**src/rtl/imem_loader_pkg.sv**
```systemverilog
// Shared definitions for the instruction-memory loader: FSM state encoding and
// the machine's PC reset word address.
package imem_loader_pkg;

    typedef enum logic [2:0] {
        ST_IDLE,
        ST_LEN_HI,
        ST_LEN_LO,
        ST_DATA,
        ST_WRITE,
        ST_DONE,
        ST_ERR
    } state_t;

    // PC reset value [31:2]; the loader's first word lands here.
    localparam logic [29:0] PC_RESET_WORD = 30'h100000;

endpackage

```
**src/rtl/imem_loader_byte_packer.sv**
```systemverilog
// Packs a byte stream into big-endian 32-bit words: first byte ends up in [31:24].
// o_full flags the shift that completes a word, so the caller can act on it the same edge.
module imem_loader_byte_packer (
    input  logic        i_clk,
    input  logic        i_clear,
    input  logic        i_shift_en,
    input  logic [7:0]  i_byte,
    output logic [31:0] o_word,
    output logic        o_full
);

    logic [31:0] r_word;
    logic [1:0]  r_cnt;

    always_ff @(posedge i_clk) begin
        if (i_clear) begin
            r_word <= '0;
            r_cnt  <= '0;
        end else if (i_shift_en) begin
            r_word <= {r_word[23:0], i_byte};
            r_cnt  <= r_cnt + 2'd1;
        end
    end

    assign o_word = r_word;
    assign o_full = i_shift_en & (r_cnt == 2'd3);

endmodule

```
**src/rtl/imem_loader.sv**
```systemverilog
// Instruction-memory loader: reads a 16-bit word-count header and that many big-endian
// words from a byte stream, writes them from BASE_ADDR up, then releases the machine.
module imem_loader
    import imem_loader_pkg::*;
#(
    parameter logic [29:0] BASE_ADDR = PC_RESET_WORD,
    parameter int unsigned MAX_WORDS = 1024,
    parameter int unsigned CNT_W     = 16
) (
    input  logic        clk,
    input  logic        reset,
    input  logic        start,
    input  logic [7:0]  in_data,
    input  logic        in_valid,
    output logic        in_ready,
    output logic        wr_en,
    output logic [29:0] wr_addr,
    output logic [31:0] wr_data,
    output logic        cpu_reset,
    output logic        busy,
    output logic        done,
    output logic        error
);

    state_t           r_state;
    logic [7:0]       r_len_hi;
    logic [CNT_W-1:0] r_count;
    logic [CNT_W-1:0] r_word_idx;
    logic             r_in_ready;
    logic             r_wr_en;
    logic [29:0]      r_wr_addr;
    logic [31:0]      r_wr_data_hold;
    logic             r_cpu_reset;
    logic             r_busy;
    logic             r_done;
    logic             r_error;

    logic             w_accept;
    logic             w_shift_en;
    logic             w_pack_clear;
    logic [31:0]      w_word;
    logic             w_full;
    logic [CNT_W-1:0] w_len;
    logic [CNT_W-1:0] w_idx_next;

    assign w_accept     = in_valid & r_in_ready;
    assign w_shift_en   = w_accept & (r_state == ST_DATA);
    assign w_pack_clear = reset | (r_state == ST_LEN_LO);
    assign w_len        = CNT_W'({r_len_hi, in_data});
    assign w_idx_next   = r_word_idx + 1'b1;

    imem_loader_byte_packer u_packer (
        .i_clk      (clk),
        .i_clear    (w_pack_clear),
        .i_shift_en (w_shift_en),
        .i_byte     (in_data),
        .o_word     (w_word),
        .o_full     (w_full)
    );

    // Outputs are registered alongside each transition so they match the state being entered.
    always_ff @(posedge clk) begin
        if (reset) begin
            r_state        <= ST_IDLE;
            r_len_hi       <= '0;
            r_count        <= '0;
            r_word_idx     <= '0;
            r_in_ready     <= 1'b0;
            r_wr_en        <= 1'b0;
            r_wr_addr      <= BASE_ADDR;
            r_wr_data_hold <= '0;
            r_cpu_reset    <= 1'b1;
            r_busy         <= 1'b0;
            r_done         <= 1'b0;
            r_error        <= 1'b0;
        end else begin
            r_wr_en <= 1'b0;
            case (r_state)
                ST_IDLE, ST_DONE, ST_ERR: begin
                    if (start) begin
                        r_state     <= ST_LEN_HI;
                        r_in_ready  <= 1'b1;
                        r_busy      <= 1'b1;
                        r_done      <= 1'b0;
                        r_error     <= 1'b0;
                        r_cpu_reset <= 1'b1;
                    end
                end
                ST_LEN_HI: begin
                    if (w_accept) begin
                        r_len_hi <= in_data;
                        r_state  <= ST_LEN_LO;
                    end
                end
                ST_LEN_LO: begin
                    if (w_accept) begin
                        r_count    <= w_len;
                        r_word_idx <= '0;
                        if (w_len == '0) begin
                            r_state     <= ST_DONE;
                            r_in_ready  <= 1'b0;
                            r_busy      <= 1'b0;
                            r_done      <= 1'b1;
                            r_cpu_reset <= 1'b0;
                        end else if (w_len > CNT_W'(MAX_WORDS)) begin
                            r_state    <= ST_ERR;
                            r_in_ready <= 1'b0;
                            r_busy     <= 1'b0;
                            r_error    <= 1'b1;
                        end else begin
                            r_state <= ST_DATA;
                        end
                    end
                end
                ST_DATA: begin
                    if (w_full) begin
                        r_state    <= ST_WRITE;
                        r_in_ready <= 1'b0;
                        r_wr_en    <= 1'b1;
                        r_wr_addr  <= BASE_ADDR + 30'(r_word_idx);
                    end
                end
                ST_WRITE: begin
                    r_wr_data_hold <= w_word;
                    r_word_idx     <= w_idx_next;
                    if (w_idx_next == r_count) begin
                        r_state     <= ST_DONE;
                        r_busy      <= 1'b0;
                        r_done      <= 1'b1;
                        r_cpu_reset <= 1'b0;
                    end else begin
                        r_state    <= ST_DATA;
                        r_in_ready <= 1'b1;
                    end
                end
                default: r_state <= ST_IDLE;
            endcase
        end
    end

    // The packer holds the complete word throughout WRITE; the hold register keeps it afterwards.
    assign wr_data   = (r_state == ST_WRITE) ? w_word : r_wr_data_hold;
    assign in_ready  = r_in_ready;
    assign wr_en     = r_wr_en;
    assign wr_addr   = r_wr_addr;
    assign cpu_reset = r_cpu_reset;
    assign busy      = r_busy;
    assign done      = r_done;
    assign error     = r_error;

endmodule
```
**config.mk**
```make
export PLATFORM = sky130hd
export DESIGN_NAME = imem_loader
export DESIGN_NICKNAME = d
export VERILOG_FILES = /design/src/rtl/imem_loader_pkg.sv /design/src/rtl/imem_loader_byte_packer.sv /design/src/rtl/imem_loader.sv
export SDC_FILE = /design/constraint.sdc
export NUM_CORES = 1
export LEC_CHECK = 0
export CAP_MARGIN = 20
export CELL_PAD_IN_SITES_DETAIL_PLACEMENT = 1
export CELL_PAD_IN_SITES_GLOBAL_PLACEMENT = 2
export CORE_UTILIZATION = 32
export CTS_CLUSTER_SIZE = 14
export DETAILED_ROUTE_END_ITERATION = 8
export PLACE_DENSITY = 0.85
export SLEW_MARGIN = 20
export SYNTH_ARGS = -nofsm -noshare
export SYNTH_HDL_FRONTEND = slang
export SYNTH_SLANG_ARGS = --single-unit
```
**constraint.sdc**
```tcl
create_clock -name clk -period 2.7 [get_ports clk]
set_clock_uncertainty 0.05 [all_clocks]
set_input_delay 0.27 -clock clk [delete_from_list [all_inputs] [get_ports clk]]
set_output_delay 0.27 -clock clk [all_outputs]
set_load 0.01 [all_outputs]
```
==> flow_metrics.env, run 1 <==
export IMPL_outcome="complete, but fails checks"
export IMPL_violations="DRC"
export IMPL_ant_nets=0
export IMPL_p_int_mw=3.60
export IMPL_clock_sinks=131
export IMPL_drc_errors=7
export IMPL_use_met1_pct=24.9
export IMPL_setup_ws_ns=0.144
export IMPL_hold_buffers=0
export IMPL_drt_pass1_iterations=6
export IMPL_worstSkewPairLatency_ns=0.42
export IMPL_vdd_ir_drop_max_mv=0.429
export IMPL_grt_pass1_wl_um=29300
export IMPL_io_pins=80
export IMPL_ys_types=60
export IMPL_overflow=0
export IMPL_die_area_sq_um=19100
export IMPL_mostFrequentLayoutCells="nand2_1, dfxtp_1, a21oi_1"
export IMPL_synth_cell_area_sq_um=5930
export IMPL_area_growth_pct=24.9
export IMPL_syn_area_per_cell_sq_um=7.58
export IMPL_setup_viol=0
export IMPL_cellLeakagePower_nw=2.73
export IMPL_rows=49
export IMPL_crit_fanout=33
export IMPL_max_freq_mhz=391
export IMPL_drt_iter0_drc=317
export IMPL_htree_levels=4
export IMPL_vias=5463
export IMPL_hold_class="in -> reg"
export IMPL_seq_area_frac_synth_pct=44.2
export IMPL_die_h_um=138
export IMPL_place_congestion=0.831
export IMPL_period_minus_slack_ns=2.56
export IMPL_grt_util_met3_pct=4.30
export IMPL_synth_edf_count=0
export IMPL_gr_usage_met2_pct=33.0
export IMPL_post_route_cells_drive_above_1_share_pct=9.52
export IMPL_final_hold_violation_count=0
export IMPL_cts_tree="done"
export IMPL_power_frac_comb_pct=10.4
export IMPL_diodes=0
export IMPL_grt_max_degree=52
export IMPL_p_clk_share_pct=48.2
export IMPL_cp_arrival_ns=2.24
export IMPL_antenna_found_initial=0
export IMPL_powerDensity_nw_per_um2=661
export IMPL_grt_pass1_vias=5465
export IMPL_ys_async_sr_fraction_pct=0
export IMPL_mostFrequentLayoutCell="nand2_1"
export IMPL_hpwl_um=12100
export IMPL_path_class="reg -> out"
export IMPL_worstPathRequired_ns=2.38
export IMPL_die_width_um=138
export IMPL_clockRootBuffer="clkbuf_16"
export IMPL_synth_ff_type="dfxtp_1"
export IMPL_relSlewSlack_pct=59.1
export IMPL_pre_cts_ws_ns=0.196
export IMPL_end_kind="output port"
export IMPL_p_seq_share_pct=41.5
export IMPL_period_share_pct=94.7
export IMPL_gr_max_usage_layer="met2"
export IMPL_yosys_warnings=0
export IMPL_rsz0062_at_grt="false"
export IMPL_grt_use_total_pct=19.4
export IMPL_place_port_buffers=65
export IMPL_netlist_instances=782
export IMPL_slew_viol_final=0
export IMPL_clock_path_buffers=2
export IMPL_cp_start_kind="flop"
export IMPL_via_per_inst=5.06
export IMPL_totalWireLength_um=17600
export IMPL_clkTransAtPathRegs_ns=0.07
export IMPL_cts_buffers=17
export IMPL_swShare_pct=26.4
export IMPL_final_nets=852
export IMPL_cap_violations=0
export IMPL_p_sw_mw=1.29
export IMPL_synth_seq_cells=131
export IMPL_start_util_pct=32.8
export IMPL_fin_setup_tns_ns=0
export IMPL_worst_pin_slew_ns=0.607
export IMPL_wire_per_inst_um=16.3
export IMPL_fill_cells=2175
export IMPL_core_area_sq_um=18100
## logic make-up (layout without fill, tap and decap cells)
family                   after synthesis  count (layout)  share of synthesized area (%)
other                                  2              14                          0.127
adder cells (fa/ha/maj)                2               2                          0.422
multiplexers                          11              11                           1.92
AND/OR/NAND/NOR                      364             364                           26.5
buffers and inverters                 74             131                           6.48
AO/OA/AOI/OAI                        175             175                           16.9
XOR/XNOR                              23              23                           3.40
flip-flops                           131             131                           44.2
## metal layers
metal / vias up / wire length, um
met5: - / 0
met4: 0 / 144
met3: 8 / 705
met2: 97 / 8540
met1: 2637 / 8180
li1: 2721 / -
## cell usage after synthesis, types with 5 or more instances
| library cell | number | area share, % |
|---|---|---|
| o21ai_0 | 20 | 1.7 |
| and3_1 | 5 | 0.53 |
| buf_4 | 16 | 2.0 |
| xnor2_1 | 17 | 2.5 |
| a31oi_1 | 7 | 0.74 |
| nor4_1 | 7 | 0.74 |
| clkbuf_1 | 41 | 2.6 |
| nor2_1 | 39 | 2.5 |
| dfxtp_1 | 131 | 44 |
| xor2_1 | 6 | 0.89 |
| nor3_1 | 14 | 1.2 |
| mux2i_1 | 8 | 1.4 |
| inv_1 | 5 | 0.32 |
| a21oi_1 | 116 | 9.8 |
| nand2_1 | 250 | 16 |
| nand3_1 | 23 | 1.9 |
## registers in the layout (all words and copies together) (netlist names), 2 cells and up
name             flops
u_packer.r_cnt       2
wr_addr             16
r_len_hi             8
r_state              3
r_count             16
r_word_idx          16
r_wr_data_hold      32
u_packer.o_word     32
## final cells by class
| type | instances | area, sq um | area share [%] |
|---|---|---|---|
| Clock buffer | 19 | 453 | 6.12 |
| Clock inverter | 13 | 148 | 1.99 |
| Inverter | 5 | 18.8 | 0.254 |
| Multi-Input combinational cell | 589 | 2980 | 40.3 |
| Sequential cell | 131 | 2620 | 35.4 |
| Tap cell | 229 | 287 | 3.87 |
| Timing Repair Buffer | 94 | 888 | 12.0 |
## critical path: stages, from the launching register on
cell,delay (ns)
dfxtp_1,0.32
nand2b_1,0.19
or2_2,0.40
buf_12,0.20
nand2_1,0.11
nand2_1,0.09
clkdlybuf4s50_1,0.48
## per-stage QoR
stage	cells	hold WS [ns]	cell area [sq um]	util, %	total power [mW]
after global placement	1048	0.396	6800	37.6	2.58
after CTS	1080	0.226	7400	40.9	4.95
final	1080	0.236	7400	40.9	4.89
after detailed placement	1048	0.399	6800	37.6	2.58
after global routing	1080	0.262	7400	40.9	5.10
after floorplan	794	0.356	5970	-	2.40
## power groups by stage
| stage | logic [mW] | clock network [mW] | registers [mW] |
|---|---|---|---|
| floorplan | 0.342 | 0 | 2.06 |
| global placement | 0.507 | 0 | 2.07 |
| detailed placement | 0.512 | 0 | 2.07 |
| CTS | 0.513 | 2.41 | 2.03 |
| global route | 0.561 | 2.50 | 2.03 |
| finish | 0.509 | 2.36 | 2.03 |
## repair_timing
item                       in CTS  in global routing
buffers inserted                0                  0
resized for setup               0                  1
setup endpoints to repair       0                  1
hold endpoints to repair        0                  0
## worst paths after layout
check | slack [ns] | cells after the start | endpoint | start
worst min-delay path | 0.24 | 2 | error | reset
worst max-delay path | 0.14 | 6 | wr_data[0] | r_state[0]
worst min register to register | 0.41 | 2 | u_packer.o_word[28] | u_packer.o_word[28]
worst max register to register | 0.18 | 7 | in_ready | r_word_idx[1]
(Power assumes the default switching activity.)
==> run 2, diff against run 1 <==
- CORE_UTILIZATION: 32 -> 33
- CTS_BUF_LIST: unset -> sky130_fd_sc_hd__clkbuf_4 sky130_fd_sc_hd__clkbuf_8
- PLACE_DENSITY: 0.85 -> 0.87
==> flow_metrics.env, run 2 (synthesis gave the netlist of run 1 again) <==
export IMPL_fin_area_sq_um=7150
export IMPL_gr_usage_met2_pct=33.0
export IMPL_hpwl_um=12400
export IMPL_place_congestion=0.917
export IMPL_cellLeakagePower_nw=2.61
export IMPL_htree_levels=4
export IMPL_gr_max_usage_layer="met2"
export IMPL_powerDensity_nw_per_um2=597
export IMPL_worst_pin_slew_ns=0.608
export IMPL_cts_tree="done"
export IMPL_grt_util_met3_pct=4.21
export IMPL_max_freq_mhz=387
export IMPL_die_h_um=136
export IMPL_period_share_pct=95.7
export IMPL_vias=5579
export IMPL_drc_errors=0
export IMPL_die_width_um=136
export IMPL_grt_pass1_wl_um=28100
export IMPL_worstSkewPairLatency_ns=0.47
export IMPL_setup_viol=0
export IMPL_die_area_sq_um=18500
export IMPL_grt_use_total_pct=19.8
export IMPL_cp_arrival_ns=2.26
export IMPL_ant_nets=0
export IMPL_totalWireLength_um=17400
export IMPL_core_area_sq_um=17400
export IMPL_fin_setup_tns_ns=0
export IMPL_diodes=0
export IMPL_io_pins=80
export IMPL_place_port_buffers=65
export IMPL_dpl_cell_area_sq_um=6740
export IMPL_overflow=0
export IMPL_vdd_ir_drop_max_mv=0.290
export IMPL_drt_iter0_drc=297
export IMPL_mostFrequentLayoutCell="nand2_1"
export IMPL_antenna_found_initial=0
export IMPL_clkTransAtPathRegs_ns=0.09
export IMPL_grt_pass1_vias=5523
export IMPL_period_minus_slack_ns=2.58
export IMPL_crit_fanout=27
export IMPL_finalPower_mw=4.26
export IMPL_rsz0062_at_grt="false"
export IMPL_final_hold_violation_count=0
export IMPL_start_util_pct=34.0
export IMPL_use_met1_pct=24.7
export IMPL_worstPathRequired_ns=2.38
export IMPL_clockRootBuffer="clkbuf_8"
export IMPL_clock_sinks=131
export IMPL_hold_buffers=0
export IMPL_relSlewSlack_pct=59.2
export IMPL_slew_viol_final=0
export IMPL_rows=48
export IMPL_path_class="reg -> out"
export IMPL_via_per_inst=5.21
export IMPL_cts_buffers=17
export IMPL_fill_cells=2169
export IMPL_final_nets=847
export IMPL_drt_pass1_iterations=5
export IMPL_placed_cells_incl_taps=1039
export IMPL_cap_violations=0
export IMPL_outcome="complete, no violations"
export IMPL_end_kind="output port"
export IMPL_mostFrequentLayoutCells="nand2_1, dfxtp_1, a21oi_1"
export IMPL_clock_path_buffers=2
export IMPL_area_growth_pct=20.6
export IMPL_worst_hold_slack_ns=0.206
export IMPL_cp_start_kind="flop"
export IMPL_wire_per_inst_um=16.3
export IMPL_post_route_cells_drive_above_1_share_pct=8.87
export IMPL_grt_max_degree=77
export IMPL_hold_class="in -> reg"
export IMPL_final_cells=1071
## run 2: changes by cell type in the layout (fill, tap and decap cells not counted), moves of 4 or more
cell       previous run  this run
clkbuf_16            17         0
buf_4                27        23
clkinv_4              1         5
clkbuf_8              2        17
## run 2: final cells by class
cell class	count	area (sq um)	share of cell area (%)
Tap cell	225	282	3.94
Clock inverter	15	173	2.42
Clock buffer	17	234	3.27
Inverter	5	18.8	0.263
Sequential cell	131	2620	36.7
Timing Repair Buffer	89	838	11.7
Multi-Input combinational cell	589	2980	41.7
## run 2: per-layer routing
layer	wire (um)	part of all wire [%]	up-vias
met2	8420	48	126
li1	-	-	2707
met3	729	4.2	29
met1	7980	46	2717
met4	312	1.8	0
met5	0	0	-
## run 2: path summary, 6_finish.rpt
check / from / endpoint / slack [ns] / cells after the start
worst max register to register: r_word_idx[1] / in_ready / 0.27 / 7
worst min register to register: wr_addr[14] / wr_addr[14] / 0.41 / 2
worst max-delay path: r_state[1] / wr_data[30] / 0.12 / 6
worst min-delay path: reset / r_wr_data_hold[3] / 0.21 / 2
## run 2: what timing repair did
action                     4_1_cts  5_1_grt
setup endpoints to repair       32        0
buffers inserted                 0        0
resized for setup                1        0
## run 2: report_power, final
part           switching (mW)  internal (mW)
combinational           0.324          0.198
clock                   0.883          0.844
sequential             0.0444           1.97
## run 2: through the flow
| step | utilization, % | setup slack [ns] |
|---|---|---|
| global route | 41.0 | 0.00458 |
| global placement | 38.7 | 0.332 |
| finish | 41.0 | 0.115 |
| floorplan | - | 0.469 |
| CTS | 41.0 | 0.0951 |
| detailed placement | 38.7 | 0.233 |
## run 2: critical path, cell delays in order (launching register included)
cell             delay (ns)
dfxtp_1                0.32
buf_4                  0.20
nor2_2                 0.16
buf_4                  0.33
nand2_1                0.14
nand2_1                0.09
clkdlybuf4s50_1        0.55
==> run 3, diff against run 2 <==
- CORE_ASPECT_RATIO: unset -> 1.5
- CTS_CLUSTER_SIZE: 14 -> 40
==> flow_metrics.env, run 3 (synthesis gave the netlist of run 1 again) <==
export IMPL_outcome="complete, but fails checks"
export IMPL_violations="DRC"
export IMPL_slew_viol_final=0
export IMPL_drt_iter0_drc=267
export IMPL_clkTransAtPathRegs_ns=0.08
export IMPL_hold_class="in -> reg"
export IMPL_drt_pass1_iterations=6
export IMPL_totalWireLength_um=18500
export IMPL_ff2ff_setup_slack_ns=0.24
export IMPL_clock_path_buffers=2
export IMPL_cap_violations=0
export IMPL_diodes=0
export IMPL_powerDensity_nw_per_um2=590
export IMPL_clockRootBuffer="clkbuf_8"
export IMPL_worst_hold_slack_ns=0.223
export IMPL_vias=5604
export IMPL_grt_pass1_vias=5842
export IMPL_clock_sinks=131
export IMPL_mostFrequentLayoutCells="nand2_1, dfxtp_1, a21oi_1"
export IMPL_io_pins=80
export IMPL_core_area_sq_um=17500
export IMPL_setup_viol=0
export IMPL_cp_top_family="buffers and inverters"
export IMPL_cellLeakagePower_nw=2.67
export IMPL_critical_path_startpoint="r_state[0]"
export IMPL_worst_pin_slew_ns=0.612
export IMPL_final_cells=1066
export IMPL_worstSkewPairLatency_ns=0.45
export IMPL_cts_tree="done"
export IMPL_fin_setup_tns_ns=0
export IMPL_end_kind="output port"
export IMPL_final_hold_violation_count=0
export IMPL_fin_area_sq_um=7200
export IMPL_grt_max_degree=96
export IMPL_mostFrequentLayoutCell="nand2_1"
export IMPL_min_from="reset"
export IMPL_path_class="reg -> out"
export IMPL_crit_top_cell="nand2_1"
export IMPL_crit_buf_inv=2
export IMPL_vdd_ir_drop_max_mv=0.281
export IMPL_die_width_um=111
export IMPL_overflow=0
export IMPL_post_route_cells_drive_above_1_share_pct=9.73
export IMPL_htree_levels=4
export IMPL_r2r_start="r_word_idx[2]"
export IMPL_period_share_pct=94.8
export IMPL_max_freq_mhz=391
export IMPL_rows=59
export IMPL_wire_per_inst_um=17.3
export IMPL_relSlewSlack_pct=59.1
export IMPL_slowest_delay_ns=0.57
export IMPL_cts_buffers=17
export IMPL_via_per_inst=5.26
export IMPL_crit_chain="nand2b_1 > nor2_2 > buf_6 > nand2_1 > nand2_1 > clkdlybuf4s50_1"
export IMPL_grt_use_total_pct=20.9
export IMPL_die_area_sq_um=18500
export IMPL_die_h_um=166
export IMPL_drc_errors=6
export IMPL_start_util_pct=33.9
export IMPL_final_nets=855
export IMPL_area_growth_pct=21.5
export IMPL_cts_setup_buffers=0
export IMPL_grt_pass1_wl_um=30100
export IMPL_placed_cells_incl_taps=1035
export IMPL_place_port_buffers=65
export IMPL_place_congestion=0.911
export IMPL_worstPathRequired_ns=2.38
export IMPL_ant_nets=0
export IMPL_antenna_found_initial=0
export IMPL_period_minus_slack_ns=2.56
export IMPL_rsz0062_at_grt="false"
export IMPL_dpl_cell_area_sq_um=6800
export IMPL_crit_fanout=32
export IMPL_crit_slowest_cell="clkdlybuf4s50_1"
export IMPL_cp_arrival_ns=2.24
export IMPL_finalPower_mw=4.25
export IMPL_hpwl_um=13300
export IMPL_cp_start_kind="flop"
==> run 3: per-stage QoR <==
stage / worst slack (ns) / utilization, %
2_1_floorplan: 0.469 / -
3_3_place_gp: 0.311 / 38.9
3_5_place_dp: 0.250 / 38.9
4_1_cts: 0.00952 / 41.1
5_1_grt: 0.00970 / 41.2
6_report: 0.140 / 41.2
==> run 3: final timing paths <==
kind | endpoint | depth (start not counted)
worst max-delay path | wr_data[1] | 6
worst min-delay path | busy | 4
worst max register to register | in_ready | 7
worst min register to register | wr_addr[11] | 2
==> run 3: what timing repair did <==
item / 4_1_cts / 5_1_grt
gates resized for setup: 1 / 2
endpoints found under the setup margin: 31 / 15
hold buffers: 0 / 0
==> run 3: tightest hold or removal path: stages <==
cell and delay [ns]:
buf_2 0.11, inv_1 0.11, nand3_1 0.11, o22ai_1 0.07
==> run 3: cell type report <==
class | instances | area [sq um]
Clock buffer | 26 | 320
Sequential cell | 131 | 2620
Clock inverter | 5 | 75.1
Fill cell | 2165 | 10300
Multi-Input combinational cell | 589 | 2980
Timing Repair Buffer | 97 | 918
Tap cell | 213 | 267
Inverter | 5 | 18.8
==> run 3: per-layer routing <==
metal | global-route usage (%) | routed length [um] | share of wire (%) | vias to the layer above
met5 | 0 | 0 | 0 | -
met4 | 10.9 | 568 | 3.1 | 0
met3 | 4.45 | 547 | 3.0 | 37
met2 | 39.0 | 10100 | 55 | 109
met1 | 21.6 | 7240 | 39 | 2741
li1 | - | - | - | 2717
==> run 3: power breakdown <==
| group | total (mW) | switching, mW | internal (mW) |
|---|---|---|---|
| sequential | 2.03 | 0.0583 | 1.98 |
| clock | 1.68 | 0.736 | 0.946 |
| combinational | 0.529 | 0.325 | 0.204 |
| total | 4.25 | 1.12 | 3.13 |
